==> config.mk <==
export PLATFORM = sky130hd
export DESIGN_NAME = booth_mult_arbiter
export DESIGN_NICKNAME = d
export VERILOG_FILES = /design/src/rtl/booth_mult_arbiter.sv
export SDC_FILE = /design/constraint.sdc
export NUM_CORES = 1
export LEC_CHECK = 0
export CORE_MARGIN = 5
export CORE_UTILIZATION = 40
export CTS_CLUSTER_DIAMETER = 30
export CTS_CLUSTER_SIZE = 8
export DETAILED_ROUTE_END_ITERATION = 7
export GPL_TIMING_DRIVEN = 0
export PLACE_DENSITY = 0.67
export SLEW_MARGIN = 20
export SYNTH_ARGS = -nofsm -noshare
export SYNTH_HDL_FRONTEND = slang
export SYNTH_SLANG_ARGS = --single-unit
==> constraint.sdc <==
create_clock -name clk -period 2.6 [get_ports clk]
set_input_delay 0.52 -clock clk [delete_from_list [all_inputs] [get_ports clk]]
set_output_delay 0.52 -clock clk [all_outputs]
set_load 0.1 [all_outputs]
==> src/rtl/booth_mult_arbiter.sv <==
// booth_mult_arbiter: two requesters share one sequential radix-2 Booth
// multiplier. The arbiter is round-robin. Each operation takes WIDTH Booth
// steps, and result holds the most recent signed product.
module booth_mult_arbiter #(
  parameter int WIDTH = 8
) (
  input  logic                 clk,
  input  logic                 rst_n,
  input  logic                 req0,
  input  logic [WIDTH-1:0]     a0,
  input  logic [WIDTH-1:0]     b0,
  input  logic                 req1,
  input  logic [WIDTH-1:0]     a1,
  input  logic [WIDTH-1:0]     b1,
  output logic                 ack0,
  output logic                 ack1,
  output logic                 done0,
  output logic                 done1,
  output logic [2*WIDTH-1:0]   result,
  output logic                 busy,
  output logic                 owner
);

  localparam int CW = $clog2(WIDTH + 1);
  localparam logic [CW-1:0] LAST_STEP = CW'(WIDTH - 1);

  typedef enum logic [1:0] {
    IDLE = 2'd0,
    RUN  = 2'd1,
    DONE = 2'd2
  } state_t;

  state_t             state_r;
  state_t             state_s;
  logic               last_r;
  logic [2*WIDTH:0]   acc_r;
  logic [2*WIDTH:0]   acc_s;
  logic               qm1_r;
  logic [WIDTH:0]     mcand_r;
  logic [CW-1:0]      cnt_r;
  logic               grant_s;
  logic               gnt_id_s;
  logic [WIDTH-1:0]   a_sel_s;
  logic [WIDTH-1:0]   b_sel_s;
  logic [WIDTH:0]     hi_s;
  logic [WIDTH:0]     sum_s;

  // Round-robin arbitration: a lone requester wins; a tie goes to the one not served last
  always_comb begin
    grant_s = req0 | req1;
    if (req0 && req1) begin
      gnt_id_s = ~last_r;
    end else if (req1) begin
      gnt_id_s = 1'b1;
    end else begin
      gnt_id_s = 1'b0;
    end
    if (gnt_id_s) begin
      a_sel_s = a1;
      b_sel_s = b1;
    end else begin
      a_sel_s = a0;
      b_sel_s = b0;
    end
  end

  // One Booth step: add or subtract the multiplicand on bit pair {q0,q-1}, then arithmetic shift right
  always_comb begin
    hi_s = acc_r[2*WIDTH:WIDTH];
    case ({acc_r[0], qm1_r})
      2'b01:   sum_s = hi_s + mcand_r;
      2'b10:   sum_s = hi_s - mcand_r;
      default: sum_s = hi_s;
    endcase
    acc_s = {sum_s[WIDTH], sum_s, acc_r[WIDTH-1:1]};
  end

  // Next-state logic for IDLE -> RUN -> DONE -> IDLE
  always_comb begin
    state_s = state_r;
    case (state_r)
      IDLE: begin
        if (grant_s) begin
          state_s = RUN;
        end else begin
          state_s = IDLE;
        end
      end
      RUN: begin
        if (cnt_r == LAST_STEP) begin
          state_s = DONE;
        end else begin
          state_s = RUN;
        end
      end
      DONE:    state_s = IDLE;
      default: state_s = IDLE;
    endcase
  end

  // State register
  always_ff @(posedge clk or negedge rst_n) begin
    if (!rst_n) begin
      state_r <= IDLE;
    end else begin
      state_r <= state_s;
    end
  end

  // Datapath and registered handshake outputs; the operands are latched at grant so later input changes are ignored
  always_ff @(posedge clk or negedge rst_n) begin
    if (!rst_n) begin
      ack0    <= 1'b0;
      ack1    <= 1'b0;
      done0   <= 1'b0;
      done1   <= 1'b0;
      busy    <= 1'b0;
      result  <= '0;
      owner   <= 1'b0;
      last_r  <= 1'b1;
      acc_r   <= '0;
      qm1_r   <= 1'b0;
      mcand_r <= '0;
      cnt_r   <= '0;
    end else begin
      ack0  <= 1'b0;
      ack1  <= 1'b0;
      done0 <= 1'b0;
      done1 <= 1'b0;
      busy  <= (state_s != IDLE);
      case (state_r)
        IDLE: begin
          if (grant_s) begin
            owner   <= gnt_id_s;
            last_r  <= gnt_id_s;
            ack0    <= ~gnt_id_s;
            ack1    <= gnt_id_s;
            mcand_r <= {a_sel_s[WIDTH-1], a_sel_s};
            acc_r   <= {{(WIDTH+1){1'b0}}, b_sel_s};
            qm1_r   <= 1'b0;
            cnt_r   <= '0;
          end
        end
        RUN: begin
          acc_r <= acc_s;
          qm1_r <= acc_r[0];
          cnt_r <= cnt_r + CW'(1);
          if (cnt_r == LAST_STEP) begin
            result <= acc_s[2*WIDTH-1:0];
            done0  <= ~owner;
            done1  <= owner;
          end
        end
        default: begin
        end
      endcase
    end
  end

endmodule

==> results.cfg <==
[status]
outcome = finished, final reports clean

[layout]
diodes = 0
final_nets = 425
area_growth_pct = 37.0
final_util_pct = 56.8
fillers = 636
layout-drive-gt1-share_pct = 15.3

[yosys]
synth_nets = 348
synth_edf_count = 0
synth_area_um2 = 2830
synth_xor_area_share_pct = 3.09
yosys_warnings = 0
yosys.area_share.simple_pct = 17.0
yosysUniqueCellTypes = 41
synthArstFlopShare_pct = 100
ys_seq_area_share_pct = 47.7
syn_area_per_cell_um2 = 9.44
synth_top_family_by_area = simple AND/OR/NAND/NOR gates
yosys.area_share.adder_pct = 5.57
synth_area_leaders = dfrtp_1 (47%), mux2i_1 (7.1%), nand2_1 (7.0%)
synthDominantCellAreaShare_pct = 46.8
syn_inst = 300
synth_compound_area_share_pct = 15.7
ys.flop_type = dfrtp_1
synth_top_cell_by_area = dfrtp_1
synthMuxAreaShare_pct = 7.07
ys_seq_elements = 54

[floorplanning]
rows = 30
coreArea_um2 = 6830
initial_core_util_pct = 41.5
dieArea_um2 = 8870
io_pins = 58
die_h_um = 94.2
die_w_um = 94.2

[worst_setup_path]
crit_path_start_kind = flip-flop
crit_buf_inv = 1
crit_chain = inv_2 > ha_4 > mux2i_4 > ha_4 > nor2b_1 > o21a_1 > o21a_1 > o31ai_2 > mux2i_1 > a32o_1
critPathCaptureType = flip-flop
r2r-start = qm1_r
cp_top_family = compound AO/OA/AOI/OAI gates
crit_fanout = 6
max_stage_delay_ns = 0.40
required_ns = 2.84
reg2regPathDepth = 10
cpMaxStageDelayCell = dfrtp_1
r2r-end = acc_r[14]
arrival_ns = 2.83
regToRegSetupSlack_ns = 0.01
critPathKind = flip-flop to flip-flop

[cts]
cts_max_level = 2
cts_buffers = 5
clk_latency_ns = 0.31
ctsHoldBuffers = 0
clockRootBuffer = clkbuf_8
clock-sinks = 54
clock_path_buffers = 2
cts_tree = yes
path_clk_slew_ns = 0.09

[detailed_routing]
wl_per_cell_um = 14.6
wl_mm = 6.90
dr.first_iter.drc_count = 153
drtPass1Iterations = 4
drcViolationCount = 0
antenna_left = 0
via_per_inst = 5.03
num_vias = 2383

[placed_design]
dp_hpwl_mm = 4.99
gp_congestion = 0.861
numPortBuffers = 57
place_ws_ns = -0.198

[sta]
tightest_slew_ns = 0.978
max_freq_ghz = 0.387
clock_skew_ns = 0.00984
timing.final.crit_share_pct = 99.5
fin_crit_ns = 2.59
rsz0062_at_grt = yes
slew-limit-headroom_pct = 34.6
hold_viol = 0
slew_violations = 0
finalSetupViolCount = 0
timing.final.ws_setup_ns = 0.0133

[job]
maxCapViolations = 0

[global_routing]
grt_use_total_pct = 16.0
grt_pass1_vias = 2347
grt_overflow = 0
antenna_found_initial = 0
grt_pass1_wl_mm = 11.4
grt_start_max_net_pins = 55

[min_path]
hp-class = input port to asynchronous set/reset pin
-- cells in the mapped netlist, types with 2 or more instances --
cell type / instances
nor4_1: 3
and2_1: 4
nand2_1: 53
nor2_1: 15
a22oi_1: 8
ha_1: 11
xor2_1: 2
a21o_1: 4
a211oi_2: 3
xnor2_1: 8
a21oi_1: 11
clkbuf_1: 11
nor2b_1: 4
o31ai_1: 2
nor3_1: 6
dfrtp_1: 53
o21a_1: 2
inv_1: 10
nand3_1: 11
mux2i_1: 20
o21ai_1: 2
o21ai_0: 33
buf_2: 6
-- cells in the final DEF (no fill, tap or decap), types with 7 or more instances in the layout --
cell,instances
clkdlybuf4s50_1,56
nand2_1,53
dfrtp_1,49
o21ai_0,33
mux2i_1,19
nor2_1,15
buf_4,15
clkbuf_1,10
nand3_1,10
inv_1,8
a22oi_1,8
a21oi_1,7
xnor2_1,7
-- kinds of logic (layout without fill, tap and decap cells) --
family	count (synthesis)	in the layout
AOI/OAI and AO/OA	72	72
xor gates and xnor gates	10	10
DFF	54	54
muxes	20	20
adders and majority gates	12	12
and+or+nand+nor	105	105
buffers and inverters	27	105
-- through the flow --
step	setup TNS, ns	instances	instance area, um^2	hold slack, ns
6_report	0	474	3880	0.233
3_3_place_gp	-33.66	453	3520	0.463
2_1_floorplan	0	300	2830	0.224
4_1_cts	0	470	3800	0.270
3_5_place_dp	-0.745	453	3520	0.467
5_1_grt	-0.354	474	3880	0.289
-- worst max-delay path by stage --
| stage | startpoint | endpoint | slack, ns | depth (start not counted) |
|---|---|---|---|---|
| 4_1_cts | acc_r[0] | acc_r[15] | 0.008 | 9 |
| 6_report | qm1_r | acc_r[14] | 0.01 | 10 |
| 3_5_place_dp | qm1_r | acc_r[14] | -0.20 | 11 |
| 2_1_floorplan | acc_r[0] | acc_r[15] | 0.08 | 10 |
| 5_1_grt | qm1_r | acc_r[14] | -0.1 | 10 |
| 3_3_place_gp | rst_n | result[11] | -0.63 | 1 |
-- cell type report --
cell class / count / area [um^2] / share of cell area (%)
Timing Repair Buffer: 71 / 673 / 17.3
Multi-Input combinational cell: 219 / 1500 / 38.7
Buffer: 16 / 67.6 / 1.74
Sequential cell: 54 / 1360 / 35.0
Clock buffer: 6 / 82.6 / 2.13
Tap cell: 96 / 120 / 3.09
Clock inverter: 2 / 38.8 / 0.999
Inverter: 10 / 37.5 / 0.967
-- what timing repair did --
item / 4_1_cts / 5_1_grt
setup endpoints to repair: 4 / 8
resized for setup: 19 / 9
setup buffers: 10 / 4
pin swaps: 7 / 13
-- sequential cells by signal, summed over array words and instances (netlist names), 2 cells and up --
name / count
state_r: 2
result: 16
cnt_r: 4
acc_r: 16
mcand_r: 8
-- per-layer routing --
metal	vias to the layer above	track usage, %	part of all wire (%)
li1	1198	-	-
met1	1100	22.1	47
met2	75	25.7	47
met3	10	2.96	4.3
met4	0	4.45	1.2
met5	-	0	0
Power is left out: the tool's default activity adds up to more than one toggle a clock period on the data nets, which glitch-free logic cannot reach.
